File: config.mk
export PLATFORM = sky130hd
export DESIGN_NAME = display_switcher
export DESIGN_NICKNAME = d
export VERILOG_FILES = /design/src/rtl/display_switcher.sv
export SDC_FILE = /design/constraint.sdc
export NUM_CORES = 1
export LEC_CHECK = 0
export CAP_MARGIN = 40
export CORE_MARGIN = 4
export CORE_UTILIZATION = 44
export CTS_CLUSTER_SIZE = 25
export DETAILED_ROUTE_END_ITERATION = 16
export PLACE_DENSITY_LB_ADDON = 0.08
export SETUP_SLACK_MARGIN = 0.02
export SYNTH_ARGS = -nofsm -noshare
export SYNTH_HDL_FRONTEND = slang
export SYNTH_SLANG_ARGS = --single-unit
File: constraint.sdc
create_clock -name sysclk -period 3.2 [get_ports sysclk]
set_input_delay 0.64 -clock sysclk [delete_from_list [all_inputs] [get_ports sysclk]]
set_output_delay 0.64 -clock sysclk [all_outputs]
set_load 0.02 [all_outputs]
File: src/rtl/display_switcher.sv
// Selects one of NUM_FUNCS function cores for the VGA pixel stream; switches land on a
// frame boundary and are followed by BLANK_FRAMES blanked frames so the picture never tears.
module display_switcher #(
  parameter int                 NUM_FUNCS    = 3,
  parameter int                 COLOR_W      = 3,
  parameter int                 ADDR_W       = 22,
  parameter int                 BLANK_FRAMES = 1,
  parameter logic [COLOR_W-1:0] BLANK_COLOR  = '0,
  parameter int                 RESET_FUNC   = 0,
  localparam int                IDX_W        = $clog2(NUM_FUNCS)
) (
  input  logic                           sysclk,
  input  logic                           rst,
  input  logic                           next_func,
  input  logic                           sel_valid,
  input  logic [IDX_W-1:0]               sel_index,
  input  logic                           frame_start,
  input  logic [ADDR_W-1:0]              pixel_addr,
  input  logic [NUM_FUNCS*COLOR_W-1:0]   func_color,
  output logic [NUM_FUNCS*ADDR_W-1:0]    func_addr,
  output logic [NUM_FUNCS-1:0]           func_reset,
  output logic [COLOR_W-1:0]             display_color,
  output logic [IDX_W-1:0]               current_function,
  output logic                           switching
);

  typedef enum logic [1:0] {ACTIVE, PENDING, BLANK} state_t;

  localparam logic [IDX_W-1:0] LAST_IDX = IDX_W'(NUM_FUNCS - 1);
  localparam logic [IDX_W-1:0] RST_IDX  = IDX_W'(RESET_FUNC);
  localparam logic [IDX_W:0]   NUM_IDX  = (IDX_W + 1)'(NUM_FUNCS);

  state_t           state;
  logic [IDX_W-1:0] target;
  logic [3:0]       blank_cnt;
  logic             sel_ok;
  logic             start_switch;
  logic [IDX_W-1:0] next_target;

  function automatic logic [IDX_W-1:0] wrap_inc(input logic [IDX_W-1:0] i);
    return (i == LAST_IDX) ? '0 : i + 1'b1;
  endfunction

  // Target after this cycle's request; in PENDING it also feeds a same-cycle commit.
  always_comb begin
    sel_ok       = sel_valid && ({1'b0, sel_index} < NUM_IDX);
    start_switch = 1'b0;
    next_target  = target;
    if (state == ACTIVE) begin
      if (sel_ok && (sel_index != current_function)) begin
        start_switch = 1'b1;
        next_target  = sel_index;
      end else if (next_func) begin
        start_switch = 1'b1;
        next_target  = wrap_inc(current_function);
      end
    end else if (state == PENDING) begin
      if (sel_ok)
        next_target = sel_index;
      else if (next_func)
        next_target = wrap_inc(target);
    end
  end

  always_comb begin
    func_addr = '0;
    func_addr[int'(current_function)*ADDR_W +: ADDR_W] = pixel_addr;
  end

  always_ff @(posedge sysclk) begin
    if (rst) begin
      state            <= ACTIVE;
      current_function <= RST_IDX;
      target           <= RST_IDX;
      blank_cnt        <= '0;
      display_color    <= BLANK_COLOR;
      func_reset       <= '0;
      switching        <= 1'b0;
    end else begin
      display_color <= (state == BLANK) ? BLANK_COLOR
                       : func_color[int'(current_function)*COLOR_W +: COLOR_W];
      func_reset    <= '0;
      case (state)
        ACTIVE: begin
          if (start_switch) begin
            target    <= next_target;
            state     <= PENDING;
            switching <= 1'b1;
          end
        end
        PENDING: begin
          target <= next_target;
          if (frame_start) begin
            current_function <= next_target;
            func_reset       <= NUM_FUNCS'(1) << next_target;
            blank_cnt        <= 4'(BLANK_FRAMES);
            if (BLANK_FRAMES > 0) begin
              state <= BLANK;
            end else begin
              state     <= ACTIVE;
              switching <= 1'b0;
            end
          end
        end
        BLANK: begin
          if (frame_start) begin
            blank_cnt <= blank_cnt - 1'b1;
            if (blank_cnt == 4'd1) begin
              state     <= ACTIVE;
              switching <= 1'b0;
            end
          end
        end
        default: begin
          state     <= ACTIVE;
          switching <= 1'b0;
        end
      endcase
    end
  end

endmodule

==> results.txt <==
After global routing the overflow that remains totals 0. The number of enable flip-flop cells after synthesis came out at 0. The die area came out at 0.00740 mm².

The worst slew margin relative to its limit came out at 0.575. For this block, the initial DRC count from the detailed router was 290. The total power per unit cell area came out at 345 mW/mm². The total routing usage reported by global routing came out at 0.251.

The total leakage power came out at 1.94 nW. The share of the yosys chip area belonging to registers came out at 0.127. Dividing the detail-routed via count by the number of cells gives 5.86. The total number of vias is 3299. The die width came out at 86.0 µm.

The max-capacitance violation count is 0. The count of different cell masters after synthesis is 62. Buffers inserted during clock tree synthesis total 3.

The count of mapped cells out of synthesis is 356. STA classifies the critical path endpoint as a primary output. The final cell count without fillers is 563.

Summed over all nets, the half-perimeter wirelength after detailed placement is 7400 µm. After detailed routing, the number of remaining DRC violations is 0. The highest layer touched by signal routing is met4. Detailed routing placed a total of 850 µm of wire on met3.

The number of input and output port buffers inserted came out at 112. Counting instances in the post-synthesis netlist gives the leading cell types as sky130_fd_sc_hd__nor2_1, sky130_fd_sc_hd__nor2b_1, sky130_fd_sc_hd__nand2_1, sky130_fd_sc_hd__a21oi_1, sky130_fd_sc_hd__dfxtp_1. The critical path in this run is classified as input port to primary output.

The met2 routed wirelength came out at 4260 µm. The routability-driven placement congestion ratio is 0.942. The fraction of layout instances using a drive strength above 1 came out at 0.186. By area the synthesized netlist is led by sky130_fd_sc_hd__dfxtp_1, sky130_fd_sc_hd__mux4_2, sky130_fd_sc_hd__nor2b_1. The I/O pin count is 113. The most used flip-flop cell after synthesis is sky130_fd_sc_hd__dfxtp_1. Clock latency on the worst-skew pair, taken at its later pin, is 0.25 ns.

At the pin with the least slew margin, the transition time is 0.635 ns. The total standard cell area after synthesis is 0.00268 mm². The worst vdd rail ir drop came out at 0.232 mV. In the final design database the tool counted 534 nets. The number of synthesized register bits came out at 17. The total of warnings raised by yosys came out at 0. The top-area cell type share of the netlist area is 0.127. The initial utilization of the core area, before any placement, comes to 0.453. The floorplan has 28 rows.

Among all cell types in the netlist, the one instantiated most often is sky130_fd_sc_hd__nor2_1. The number of sinks handled by clock tree synthesis is 17. The number of antenna violations at the first check in global routing was 0. The data arrival time at the worst-slack endpoint came out at 2.46 ns. The post-layout minimum cycle time is 3.10 ns. The first global-routing pass estimated 15100 µm of wire. The repair_antennas step left the layout with diodes totalling 0. The height of the die came out at 86.0 µm. In this design, the critical path's most frequently occurring cell is sky130_fd_sc_hd__buf_4. Setup repair after global routing could not meet its margin everywhere.

The required time of the critical path is 2.56 ns. Compared with the post-synthesis result, the final layout area differs by 55.8%. The mean routed wirelength per cell is 17.0 µm. The delay of the slowest cell on the worst path is 0.52 ns.

The maximum fanout count along the critical path is 3. The min-delay analysis places its worst path in the category register to register. The hold violation count in the final report came to 0.

The max-slew violation count is 0. The highest achievable clock rate came out at 322 MHz. The worst clock skew is 0.00418 ns.

CTS placed an instance of sky130_fd_sc_hd__clkbuf_8 at the clock tree root. The async set or reset register ratio after synthesis came out at 0. Each instance of the synthesized netlist takes up on average 7.53 µm².

The longest clock path from root to sink contains 2 buffers. TritonCTS built the clock tree. The slowest cell on the critical path is sky130_fd_sc_hd__mux4_2. The clock-pin slew of the registers on the worst-case setup and hold paths is 0.07 ns.

The met1 layer wirelength in the final routing is 4370 µm. After detailed placement, the design holds a cell count of 549. The count of nets left with antenna violations once routing finished came out at 0.

The final clock period utilization by the worst path came out at 0.970. The total chip power came out at 0.00144 W. After detailed routing, the total wire length is 9580 µm. The number of global-route vias before repair is 2940. The H-tree level count came out at 1. The worst setup path is launched from an input port. Entering global routing, the biggest net connects 42 pins. The largest total area in the synthesized netlist belongs to sky130_fd_sc_hd__dfxtp_1. The run finished with clean final reports. The setup-violating endpoint count in the final report came out at 0. The net count after synthesis came out at 401. The area of the core is 0.00592 mm². The critical path goes through clkdlybuf4s50_1 -> buf_4 -> mux4_2 -> buf_4 -> mux2i_4 -> nor2_1 -> dlygate4sd2_1. For this run, the detailed router's first-pass iteration total came to 5.
cell families (layout without fill, tap and decap cells):
| group | count (synthesis) | in the layout | share of synthesized area |
|---|---|---|---|
| simple gates | 171 | 171 | 0.334 |
| compound gates | 93 | 93 | 0.240 |
| fa+ha+maj | 7 | 7 | 0.0327 |
| flops | 17 | 17 | 0.127 |
| mux | 27 | 27 | 0.181 |
| xor+xnor | 1 | 1 | 0.00327 |
| buf+inv | 40 | 172 | 0.0822 |
critical path, delay by kind of cell:
kind	cells	cell delay, ns
buffers and inverters	4	1.09
multiplexers	2	0.68
AND/OR/NAND/NOR	1	0.06
worst paths after layout:
| kind | slack (ns) | startpoint | end | cells past startpoint |
|---|---|---|---|---|
| worst max-delay path | 0.1 | pixel_addr[5] | func_addr[33] | 7 |
| worst min-delay path | 0.52 | switching$_SDFFE_PP0P_ | switching$_SDFFE_PP0P_ | 2 |
| worst max register to register | 1.35 | current_function[0]$_SDFFE_PP0P_ | func_reset[0]$_SDFF_PP0_ | 5 |
| worst min register to register | 0.52 | switching$_SDFFE_PP0P_ | switching$_SDFFE_PP0P_ | 2 |
cell usage in the layout, fill, tap and decap left out, types with 4 or more instances in the layout:
master | synthesis | layout
sky130_fd_sc_hd__clkdlybuf4s50_1 | 0 | 46
sky130_fd_sc_hd__nor3_1 | 5 | 5
sky130_fd_sc_hd__a22oi_1 | 5 | 5
sky130_fd_sc_hd__ha_1 | 7 | 5
sky130_fd_sc_hd__o21ai_0 | 7 | 7
sky130_fd_sc_hd__nand2_1 | 33 | 33
sky130_fd_sc_hd__dlymetal6s2s_1 | 0 | 11
sky130_fd_sc_hd__nand3_1 | 9 | 9
sky130_fd_sc_hd__o21ai_1 | 5 | 5
sky130_fd_sc_hd__a22o_1 | 6 | 6
sky130_fd_sc_hd__dlygate4sd2_1 | 0 | 49
sky130_fd_sc_hd__a211oi_1 | 9 | 7
sky130_fd_sc_hd__nand3b_1 | 6 | 6
sky130_fd_sc_hd__nand2b_1 | 7 | 7
sky130_fd_sc_hd__inv_1 | 10 | 10
sky130_fd_sc_hd__buf_4 | 4 | 39
sky130_fd_sc_hd__nor2b_1 | 34 | 34
sky130_fd_sc_hd__mux2i_1 | 8 | 8
sky130_fd_sc_hd__nor2_1 | 51 | 51
sky130_fd_sc_hd__a21oi_1 | 29 | 28
sky130_fd_sc_hd__a31oi_1 | 4 | 4
sky130_fd_sc_hd__dfxtp_1 | 17 | 17
sky130_fd_sc_hd__mux4_2 | 15 | 15
layout make-up:
class                   count  area, µm²
repair buffers            157       1490
well taps                  75       93.8
multi-input cells         299       2160
inverters                  11       41.3
fillers                   544       1750
clock buffers               4       45.0
flip-flops and latches     17        340
power by group:
group / switching, W / internal (W)
combinational: 0.000547 / 0.000483
sequential: 0.0000205 / 0.000230
clock: 0.0000714 / 0.0000883
total: 0.000638 / 0.000801
metal layers:
metal,vias to the layer above,GRT usage
met5,-,0
met4,0,0.0374
met3,10,0.0355
met2,172,0.379
met1,1567,0.384
li1,1550,-
stage by stage:
step                TNS, ns  instance area (µm²)  setup WS, ns  utilization  hold WS (ns)
floorplan                 0                 2700        0.0224            -         0.485
global placement     -0.743                 4030        -0.140        0.680         0.493
detailed placement   -0.873                 4030        -0.111        0.680         0.506
CTS                 -0.0538                 4060       -0.0538        0.685         0.518
global route              0                 4180       0.00180        0.705         0.572
finish                    0                 4180        0.0973        0.705         0.517
repair_timing:
action,4_1_cts,5_1_grt
endpoints found under the hold margin,0,0
hold buffers,0,0
pin swaps,0,0
gates cloned,0,2
gates resized for setup,63,20
endpoints found under the setup margin,59,30
setup buffers,4,4
sequential cells by signal, indices dropped and copies added (netlist names):
name              cells
blank_cnt             4
state                 2
current_function      2
switching             1
func_reset            3
target                2
display_color         3
(Power assumes the default switching activity.)
